[config.mk]
export PLATFORM = sky130hd
export DESIGN_NAME = mem_stage
export DESIGN_NICKNAME = d
export VERILOG_FILES = /design/src/rtl/mem_pkg.sv /design/src/rtl/data_memory_bank.sv /design/src/rtl/mem_stage.sv
export SDC_FILE = /design/constraint.sdc
export NUM_CORES = 1
export LEC_CHECK = 0
export CAP_MARGIN = 20
export CORE_MARGIN = 2
export CORE_UTILIZATION = 45
export CTS_BUF_LIST = sky130_fd_sc_hd__clkbuf_4 sky130_fd_sc_hd__clkbuf_8 sky130_fd_sc_hd__clkbuf_16
export DETAILED_ROUTE_END_ITERATION = 16
export MAX_ROUTING_LAYER = met4
export PLACE_DENSITY = 0.61
export SLEW_MARGIN = 30
export SYNTH_ARGS = -nofsm -noshare
export SYNTH_HDL_FRONTEND = slang
export SYNTH_SLANG_ARGS = --single-unit
export TNS_END_PERCENT = 5
[constraint.sdc]
create_clock -name clk -period 2.7 [get_ports clk]
set_input_delay 0.675 -clock clk [delete_from_list [all_inputs] [get_ports clk]]
set_output_delay 0.675 -clock clk [all_outputs]
set_load 0.005 [all_outputs]
[src/rtl/mem_pkg.sv]
// rtl/mem_pkg.sv - size encodings, FSM state type and lane/extend helpers for mem_stage.
package mem_pkg;

    localparam logic [1:0] SZ_BYTE = 2'b00;
    localparam logic [1:0] SZ_HALF = 2'b01;
    localparam logic [1:0] SZ_WORD = 2'b10;

    localparam logic [3:0] BE_BYTE = 4'b0001;
    localparam logic [3:0] BE_HALF = 4'b0011;
    localparam logic [3:0] BE_WORD = 4'b1111;

    typedef enum logic [1:0] {
        ST_IDLE   = 2'b00,
        ST_ACCESS = 2'b01,
        ST_DONE   = 2'b10
    } state_t;

    // Size 2'b11 falls through to the word case everywhere below.
    function automatic logic [3:0] lane_mask(input logic [1:0] size, input logic [1:0] lo);
        case (size)
            SZ_BYTE: lane_mask = BE_BYTE << lo;
            SZ_HALF: lane_mask = lo[1] ? (BE_HALF << 2) : BE_HALF;
            default: lane_mask = BE_WORD;
        endcase
    endfunction

    function automatic logic [31:0] store_lanes(input logic [1:0] size, input logic [31:0] data);
        case (size)
            SZ_BYTE: store_lanes = {4{data[7:0]}};
            SZ_HALF: store_lanes = {2{data[15:0]}};
            default: store_lanes = data;
        endcase
    endfunction

    function automatic logic [31:0] load_extend(input logic [31:0] word, input logic [1:0] size,
                                                input logic [1:0] lo, input logic uns);
        logic [31:0] sh;
        sh = word >> {lo, 3'b000};
        case (size)
            SZ_BYTE: load_extend = uns ? {24'h0, sh[7:0]} : {{24{sh[7]}}, sh[7:0]};
            SZ_HALF: load_extend = uns ? {16'h0, sh[15:0]} : {{16{sh[15]}}, sh[15:0]};
            default: load_extend = word;
        endcase
    endfunction

    function automatic logic [1:0] align_lo(input logic [1:0] size, input logic [1:0] lo);
        case (size)
            SZ_BYTE: align_lo = lo;
            SZ_HALF: align_lo = {lo[1], 1'b0};
            default: align_lo = 2'b00;
        endcase
    endfunction

    function automatic logic is_misaligned(input logic [1:0] size, input logic [1:0] lo);
        case (size)
            SZ_BYTE: is_misaligned = 1'b0;
            SZ_HALF: is_misaligned = lo[0];
            default: is_misaligned = (lo != 2'b00);
        endcase
    endfunction

endpackage

[src/rtl/data_memory_bank.sv]
// rtl/data_memory_bank.sv - byte-enable write, synchronous read word memory cleared on reset.
module data_memory_bank #(
    parameter int ADDR_W = 4
) (
    input  logic              clk_i,
    input  logic              rst_ni,
    input  logic              we_i,
    input  logic [3:0]        be_i,
    input  logic [ADDR_W-1:0] addr_i,
    input  logic [31:0]       wdata_i,
    output logic [31:0]       rdata_o
);

    logic [31:0] mem_q [2**ADDR_W];
    logic [31:0] rdata_q;

    always_ff @(posedge clk_i or negedge rst_ni) begin
        if (!rst_ni) begin
            for (int i = 0; i < 2**ADDR_W; i++) begin
                mem_q[i] <= '0;
            end
            rdata_q <= '0;
        end else begin
            rdata_q <= mem_q[addr_i];
            if (we_i) begin
                for (int b = 0; b < 4; b++) begin
                    if (be_i[b]) begin
                        mem_q[addr_i][8*b +: 8] <= wdata_i[8*b +: 8];
                    end
                end
            end
        end
    end

    assign rdata_o = rdata_q;

endmodule

[src/rtl/mem_stage.sv]
// rtl/mem_stage.sv - pipeline MEM stage: branch select, multi-cycle load/store with stall.
// Optional MEM_STAGE_MISALIGN_TRAP_EN: flag and suppress misaligned accesses instead of aligning them.
module mem_stage
    import mem_pkg::*;
#(
    parameter int ADDR_W  = 4,
    parameter int MEM_LAT = 2
) (
    input  logic        clk,
    input  logic        reset,
    input  logic        branch,
    input  logic        branch_ne,
    input  logic        alu_zero,
    input  logic        mem_read,
    input  logic        mem_write,
    input  logic [1:0]  size,
    input  logic        unsigned_ld,
    input  logic [31:0] alu_res,
    input  logic [31:0] rt_data,
    output logic        pc_source,
    output logic        stall,
    output logic [31:0] read_data,
    output logic        misalign_fault
);

    state_t             state_q, state_d;
    logic [3:0]         cnt_q, cnt_d;
    logic [31:0]        read_data_q, read_data_d;
    logic               fault_q, fault_d;
    logic               req, mem_we, misaligned;
    logic [1:0]         lo;
    logic [ADDR_W-1:0]  widx;
    logic [31:0]        bank_rdata;
    logic               unused_hi;

    assign req       = mem_read | mem_write;
    assign pc_source = branch & (alu_zero ^ branch_ne);
    assign widx      = alu_res[ADDR_W+1:2];
    assign unused_hi = ^alu_res[31:ADDR_W+2];

`ifdef MEM_STAGE_MISALIGN_TRAP_EN
    assign lo         = alu_res[1:0];
    assign misaligned = is_misaligned(size, alu_res[1:0]);
`else
    assign lo         = align_lo(size, alu_res[1:0]);
    assign misaligned = 1'b0;
`endif

    always_ff @(posedge clk or negedge reset) begin
        if (!reset) begin
            state_q     <= ST_IDLE;
            cnt_q       <= '0;
            read_data_q <= '0;
            fault_q     <= 1'b0;
        end else begin
            state_q     <= state_d;
            cnt_q       <= cnt_d;
            read_data_q <= read_data_d;
            fault_q     <= fault_d;
        end
    end

    // The access completes on the edge where the decremented count reaches zero,
    // so a request seen in cycle 0 delivers its result in cycle MEM_LAT.
    always_comb begin
        state_d     = state_q;
        cnt_d       = cnt_q;
        read_data_d = read_data_q;
        fault_d     = fault_q;
        stall       = 1'b0;
        mem_we      = 1'b0;
        case (state_q)
            ST_IDLE: begin
                if (req) begin
                    stall   = 1'b1;
                    state_d = ST_ACCESS;
                    cnt_d   = 4'(MEM_LAT - 1);
                end
            end
            ST_ACCESS: begin
                stall = 1'b1;
                cnt_d = (cnt_q == 4'd0) ? 4'd0 : cnt_q - 4'd1;
                if (cnt_d == 4'd0) begin
                    state_d = ST_DONE;
                    fault_d = misaligned;
                    if (!misaligned) begin
                        if (mem_write) begin
                            mem_we = 1'b1;
                        end else begin
                            read_data_d = load_extend(bank_rdata, size, lo, unsigned_ld);
                        end
                    end
                end
            end
            ST_DONE: state_d = ST_IDLE;
            default: state_d = ST_IDLE;
        endcase
    end

    data_memory_bank #(
        .ADDR_W(ADDR_W)
    ) data_memory (
        .clk_i  (clk),
        .rst_ni (reset),
        .we_i   (mem_we),
        .be_i   (lane_mask(size, lo)),
        .addr_i (widx),
        .wdata_i(store_lanes(size, rt_data)),
        .rdata_o(bank_rdata)
    );

    assign read_data      = read_data_q;
    assign misalign_fault = fault_q;

endmodule

# --- After elaboration in Yosys (flattened, before gate mapping) ---
# Index checks and enable logic that the tools add are counted.
word_totals:
  inputBits: 74
  output_inout_bits: 35
  regBits: 582
  wordCells: 83
op_classes:
  bitwise: 5
  addsub: 1
  n_shift: 2
  n_lt_le_gt_ge: 2
  muxes: 40
  reduce_logical: 9
  eq_ne: 4
ops:
  columns: ["cell", "count"]
  rows:
  - ["512-bit two-way mux", 7]
  - ["512-bit bitwise mux", 4]
  - ["32-bit demux with 4-bit select", 4]
  - ["32-bit two-way mux", 5]
  - ["32-bit binary-select mux with 4-bit select", 1]
  - ["32-bit case mux with 2 select lines", 2]
  - ["32-bit by 5-bit right shift with 16-bit output", 1]
  - ["24-bit two-way mux", 1]
  - ["16-bit two-way mux", 1]
  - ["4-bit case mux with 2 select lines", 2]
  - ["4-bit two-way mux", 3]
  - ["4-bit zero test", 2]
  - ["8-bit two-way mux", 1]
  - ["2-bit case mux with 2 select lines", 2]
  - ["5-bit >= comparator (second input constant)", 1]
  - ["5-bit by 1-bit less-than comparator with 1-bit output (second input constant)", 1]
  - ["4-bit NOT with 5-bit output", 1]
  - ["2-bit by 1-bit == test with 1-bit output (second input constant)", 2]
  - ["2-bit zero test", 2]
  - ["1-bit two-way mux", 4]
  - ["2-bit two-way mux", 2]
  - ["2-bit inequality test (second input constant)", 2]
  - ["2-bit AND reduction", 2]
  - ["1-bit by 2-bit << shifter with 4-bit output (first input constant)", 1]
  - ["9 further kinds", 9]

# --- Logic depth before layout (Yosys ltp) ---
# Gate-level depths: netlist (run 1).
logic_depth:
  word_depth: 16
  mapped_depth: 8
  ltp_nobuf: 4

# --- Modules after synthesis ---
# A second synthesis (run 1) with hierarchy kept.
hier_totals:
  hier_cells: 1748
  hier_area_um2: 26923.3
modules_own_cells:
  columns: ["mod", "cells_per_inst", "n_inst", "area_per_inst_um2"]
  rows:
  - ["data_memory_bank", 1477, 1, 24220.7]
  - ["mem_stage", 271, 1, 2702.6]

# --- Worst setup path after synthesis (run 1) ---
# OpenSTA, ideal clock, no wires.
synth_timing:
  path_kind: "input to register"
  startpoint: "in alu_res[2]"
  endpoint: "reg data_memory.rdata_q[10], in the netlist data_memory.rdata_o[10]"
  t_arrival_ps: 2320
  slack_ps: 256
  path_buffers: 4
  stages: 7
  setup_ps: 124
  cell_sequence: "buf_4 -> buf_4 -> buf_2 -> buf_2 -> mux4_2 -> a22oi_1 -> nand2_1"
synth_between:
  elab_chain_len: 4
synth_lines:
  columns: ["element", "line_no", "text"]
  rows:
  - ["start: declaration", "mem_stage.sv:18", "input logic [31:0] alu_res,"]
  - ["4-bit NOT with 5-bit output (implied by the code)", "data_memory_bank.sv:24", "rdata_q <= mem_q[addr_i];"]
  - ["32-bit binary-select mux with 4-bit select", "data_memory_bank.sv:24", null]
  - ["32-bit two-way mux (implied by the code) (2 in a row)", "data_memory_bank.sv:24", null]
  - ["end signal: assignment", "data_memory_bank.sv:24", null]
  - ["end: declaration", "data_memory_bank.sv:15", "logic [31:0] rdata_q;"]
# Every way passes these cells. The select of a mux whose other input is x is not followed.
# A chain may end at the register's enable or synchronous reset.

# --- Worst setup path after layout (run 1) ---
layout_timing:
  startpoint: "reg state_q[0]"
  endpoint: "out stall"
layout_between:
  elab_chain_len: 2
  word_cells_on_any_way: 3
  classes_between: "1 x eq/ne; 1 x mux; 1 x reduce/logical"
layout_lines:
  columns: ["element", "line_no", "text"]
  rows:
  - ["start: declaration", "mem_stage.sv:26", "state_t state_q, state_d;"]
  - ["start signal: assignment", "mem_stage.sv:56", "state_q <= state_d;"]
  - ["2-bit by 1-bit == test with 1-bit output or 2-bit zero test (tied branches)", "mem_stage.sv:72", "case (state_q)"]
  - ["1-bit case mux with 2 select lines (*)", "mem_stage.sv:72", null]
  - ["end: declaration", "mem_stage.sv:21", "output logic stall,"]
# Mark *: on every way between the ends. The rest lies on a longest branch, timed or not.

==> impl_metrics.ini, run 1 <==
[worst_setup_path]
cp-end-kind = primary output
path_class = reg2out
required_ns = 2.03
r2r_slack_ns = 0.41
crit_fanout = 7
startpoint_type = flip-flop
worstPathArrival_ns = 1.91

[place]
place_congestion = 0.861
io_buffers = 81
place_inst = 2840
dp_hpwl_um = 48100
pre_cts_ws_ns = -0.266
dpl-instance-area_um2 = 30500

[floorplanning]
die_h_um = 250
initial_core_util_pct = 45.3
die_w_um = 250
coreArea_um2 = 60100
rows = 90
dieArea_um2 = 62600
io_pins = 109

[finish]
drive_gt1_share_pct = 41.1
final_cell_count_no_fill = 2954
nets = 2201
area_growth_syn_to_layout_pct = 20.0
diodes = 0
final_util_pct = 54.4
fin_area_um2 = 32700

[flow_run]
cap_violations = 0

[timing]
fin_worst_skew_ns = 0.0237
worst_slack_ns = 0.118
period_needed_ns = 2.58
max_freq_ghz = 0.387
fin_crit_sh_pct = 95.6
rsz0062_at_grt = no
setup_viol = 0
hold_viol = 0
tightest_slew_ns = 1.00
slew_headroom_pct = 33.2
tns_ns = 0
slew_viol_final = 0

[yosys]
syn_inst = 1941
netlist_area_um2 = 27300
synth-async-reset-ratio_pct = 100
synth_top_flop_cell = dfrtp_1
synth_top_area_share_pct = 53.4
yosysTopAreaCell = dfrtp_1
synth_seq_cells = 582
synth_cell_types = 66
ys_warn_count = 0
synth-seq-area-share_pct = 53.4
synthTopCellsByArea = dfrtp_1 (53%), mux2_2 (12%), mux4_2 (11%)
synth_edf_count = 0
syn-num-nets = 2015
avgSynthCellArea_um2 = 14.0

[pwr]
p_leak_nw = 15.0
vdd_ir_drop_max_mv = 0.736
power_density_nw_per_um2 = 863

[routing]
firstDrtPassIters = 7
detail-route-antenna-nets = 0
via_per_inst = 5.78
first_iter_violations = 1105
drc = 0
num_vias = 17100
wl_per_cell_um = 23.4
drt-total-wl_um = 69200

[cts]
clk_latency_ns = 0.60
clkTransAtPathRegs_ns = 0.06
numCtsBuffers = 66
cts_setup_buffers = 0
numClockSinks = 582
htree_num_levels = 3
clk_path_buf_depth = 3
cts_tree = yes
clockRootBuffer = clkbuf_16

[global_route]
grt_pass1_wl_um = 110000
antenna_found_initial = 2
grt_max_degree = 93
grt_pass1_vias = 17900
grt.total_usage_pct = 23.6
grt_overflow = 0

[worst_hold_path]
min_path_type = reg2reg

[run_status]
status = finished, final reports clean
## cell usage after synthesis, drive strengths merged (4+ instances only)
master	instances
dfrtp	582
mux2	393
nand2	164
mux4	128
o21ai	119
clkbuf	93
a21oi	68
a22oi	65
nor2	63
buf	53
nand3	39
nor3	34
o211ai	22
mux2i	18
o2111ai	12
nand2b	9
o22a	7
a2111oi	6
a22o	6
and4bb	6
nor4b	6
inv	5
nand4b	4
nor2b	4
or3	4
## layer usage
metal	GRT usage (%)	part of all wire, %
met5	-	0
met3	3.13	4.5
met1	33.8	47
met4	6.31	2.0
met2	35.5	47
## through the flow
stage               total power (W)  hold slack (ns)
floorplan                    0.0169            0.379
global placement             0.0190            0.457
detailed placement           0.0194            0.467
CTS                          0.0285            0.480
global route                 0.0297            0.501
finish                       0.0282            0.476
## layout make-up
cell class                      count  area, um2
Tap cell                          782        978
Sequential cell                   582      14600
Clock buffer                      101       2070
Fill cell                        4893      27400
Timing Repair Buffer              264       2920
Inverter                            6       27.5
Clock inverter                     12        124
Multi-Input combinational cell   1207      12000
## cell families after synthesis
logic type	after synthesis	share of synthesized area (%)
AOI/OAI and AO/OA	315	7.50
xor gates and xnor gates	1	0.0321
other	1	0.0138
DFF	582	53.4
muxes	539	28.6
and+or+nand+nor	351	7.95
buffers and inverters	152	2.52
## cell usage in the layout, fill, tap and decap left out, drive strengths merged, types with 3 or more instances in the layout
master           n
dfrtp          582
mux2           393
buf            186
nand2          164
mux4           128
o21ai          119
clkbuf         101
clkdlybuf4s50   75
a21oi           68
a22oi           65
nor2            63
nand3           39
nor3            34
o211ai          22
mux2i           18
o2111ai         12
nand2b           9
clkinv           8
o22a             7
inv              7
a22o             6
and4bb           6
a2111oi          6
nor4b            6
nand4b           4
or3              4
nor2b            4
nor4             3
or2              3
## flip-flops by register name, summed over array words and instances (netlist names)
signal	cells
data_memory.rdata_o	32
read_data	32
data_memory.mem_q	512
cnt_q	4
state_q	2
## power by group
group | switching, W | leakage [nW] | internal [W] | total, W
combinational | 0.00258 | 6.07 | 0.00372 | 0.00629
sequential | 0.00155 | 7.81 | 0.0114 | 0.0130
clock | 0.00352 | 1.10 | 0.00546 | 0.00897
## what timing repair did
item	in CTS	in global routing
endpoints found under the setup margin	1	1
hold buffers	1	0
endpoints found under the hold margin	2	0
gates resized for setup	6	1
## worst max-delay path, cell delays in order, from the launching register on
cell and delay [ns]:
dfrtp_2 0.42, nor3_1 0.07, or2_4 0.25, inv_6 0.07, clkdlybuf4s50_1 0.49
## path summary, 6_finish.rpt
kind                            cells past startpoint                          startpoint                                  to
worst min-delay path                                2  data_memory.mem_q[425]$_DFFE_PN0P_  data_memory.mem_q[425]$_DFFE_PN0P_
min in group asynchronous                           2                               reset  data_memory.mem_q[327]$_DFFE_PN0P_
worst min register to register                      2  data_memory.mem_q[425]$_DFFE_PN0P_  data_memory.mem_q[425]$_DFFE_PN0P_
worst max register to register                      5                cnt_q[1]$_DFFE_PN0P_  data_memory.mem_q[343]$_DFFE_PN0P_
max in group asynchronous                           3                               reset  data_memory.mem_q[252]$_DFFE_PN0P_
worst max-delay path                                4              state_q[0]$_DFFE_PN0P_                               stall
Note: power is estimated with default switching activity, not from simulation.
==> run 2: changes to the inputs <==
--- a/config.mk
+++ b/config.mk
@@ -6,7 +6,7 @@
 export NUM_CORES = 1
 export LEC_CHECK = 0
 export CAP_MARGIN = 20
-export CORE_MARGIN = 2
+export CORE_MARGIN = 5
 export CORE_UTILIZATION = 45
 export CTS_BUF_LIST = sky130_fd_sc_hd__clkbuf_4 sky130_fd_sc_hd__clkbuf_8 sky130_fd_sc_hd__clkbuf_16
 export DETAILED_ROUTE_END_ITERATION = 16
==> run 2 against run 1 <==
Maximum frequency shrank 0.68%. First-iteration DRC count grew 15%. Flip-flop and latch count is the same. Critical path depth is the same. Sequential share of layout area grew 0.18 points. Cell count is essentially flat. Total power shrank 1.7%. Clock skew shrank 0.0017 ns. Worst setup slack lost 0.018 ns. Combinational power grew 1%. Clock-buffer cell count shrank 7. Via count grew 0.28%.
==> impl_metrics.ini, run 2 (same netlist as run 1, synthesis figures left out) <==
[worst_setup_path]
path_class = in2out
cp-end-kind = primary output
startpoint_type = input port
r2r_slack_ns = 0.40
required_ns = 2.03
r2r_start = cnt_q[1]$_DFFE_PN0P_
r2r_cells = 5
crit_fanout = 1
r2r_end = data_memory.mem_q[447]$_DFFE_PN0P_
worstPathArrival_ns = 1.92

[worst_hold_path]
min-delay-start = data_memory.mem_q[303]$_DFFE_PN0P_
min_path_type = reg2reg
worst_hold_path.num_cells = 2
whs_endpoint = data_memory.mem_q[303]$_DFFE_PN0P_

[place]
dpl-instance-area_um2 = 30500
io_buffers = 81
place_congestion = 0.858
dp_hpwl_um = 48600

[routing]
wl_per_cell_um = 23.7
drt-total-wl_um = 70000
via_per_inst = 5.80
drc = 0
detail-route-antenna-nets = 0
firstDrtPassIters = 5
first_iter_violations = 1269
num_vias = 17100

[finish]
layout_common_cells = dfrtp_1 (581), mux2_2 (300), nand2_1 (154)
largest_reg_flops = 512
drive_gt1_share_pct = 41.0
top_register = data_memory.mem_q
nets = 2198
final_util_pct = 54.1
area_growth_syn_to_layout_pct = 19.5
fin_area_um2 = 32600
final_common_cell = dfrtp_1

[run_status]
status = finished, final reports clean

[timing]
slew_headroom_pct = 47.2
max_freq_ghz = 0.385
rsz0062_at_grt = no
period_needed_ns = 2.60
slew_viol_final = 0
fin_worst_skew_ns = 0.0220
setup_viol = 0
fin_crit_sh_pct = 96.3
hold_viol = 0
tightest_slew_ns = 0.793

[floorplanning]
coreArea_um2 = 60200
die_h_um = 256
rows = 90
die_w_um = 256
initial_core_util_pct = 45.3
io_pins = 109
dieArea_um2 = 65600

[global_route]
grt_overflow = 0
grt_pass1_wl_um = 110000
antenna_found_initial = 3
grt_pass1_vias = 17800
grt_max_degree = 93
grt.total_usage_pct = 22.0

[cts]
cts_setup_buffers = 0
htree_num_levels = 2
numCtsBuffers = 61
clkTransAtPathRegs_ns = 0.06
clk_latency_ns = 0.63
clockRootBuffer = clkbuf_16
cts_tree = yes
clk_path_buf_depth = 3
numClockSinks = 582

[pwr]
vdd_ir_drop_max_mv = 0.604
power_w = 0.0278
p_leak_nw = 14.9
power_density_nw_per_um2 = 852

[flow_run]
cap_violations = 0
run 2: cell types whose count changed in the layout (fill, tap and decap cells not counted), moves of 2 or more:
cell,previous run,this run
inv_6,3,1
diode_2,0,3
buf_4,124,126
clkbuf_8,16,12
clkbuf_4,16,19
clkinv_2,6,10
clkbuf_16,69,63
run 2: repair_timing:
action                                  4_1_cts  5_1_grt
hold buffers                                  1        0
hold endpoints to repair                     32        0
endpoints found under the setup margin        1        0
gates resized for setup                       4        0
run 2: cell type report:
class | instances | area (um2)
flip-flops and latches | 582 | 14600
multi-input cells | 1207 | 12000
inverters | 6 | 25.0
fillers | 4915 | 27700
well taps | 782 | 978
clock buffers | 94 | 1880
repair buffers | 266 | 2930
diodes | 3 | 7.51
clock inverters | 15 | 156
run 2: how the worst max path moves through the flow:
| stage | endpoint | depth (start not counted) | slack (ns) | from |
|---|---|---|---|---|
| global route | pc_source | 4 | 0.008 | alu_zero |
| floorplan | data_memory.rdata_o[10]$_DFF_PN0_ | 7 | 0.26 | alu_res[2] |
| global placement | stall | 5 | -0.28 | mem_write |
| detailed placement | stall | 5 | -0.27 | mem_write |
| finish | pc_source | 4 | 0.10 | alu_zero |
| CTS | pc_source | 4 | 0.10 | alu_zero |
run 2: routing by layer:
layer	part of all wire [%]	GRT usage, %
met1	46	31.8
met2	46	32.7
met3	5.4	4.22
met4	2.2	5.10
met5	0	-
run 2: critical path, cell delays in order:
cell,delay [ns]
clkdlybuf4s50_1,0.48
xor2_1,0.14
and2_1,0.13
clkdlybuf4s50_1,0.50
run 2: through the flow:
stage                     setup TNS [ns]  setup WS, ns  cells  hold WS [ns]
after global routing                   0       0.00829   2955         0.503
after floorplan                        0         0.256   1941         0.379
final                                  0         0.101   2955         0.477
after global placement            -28.95        -0.282   2842         0.456
after detailed placement          -37.00        -0.268   2842         0.467
after CTS                              0         0.105   2952         0.480
run 2: power by group:
group	switching (W)	internal, W	leakage [nW]
Combinational	0.00264	0.00372	6.08
Clock	0.00340	0.00505	1.04
Sequential	0.00154	0.0114	7.81
Total	0.00757	0.0202	14.9
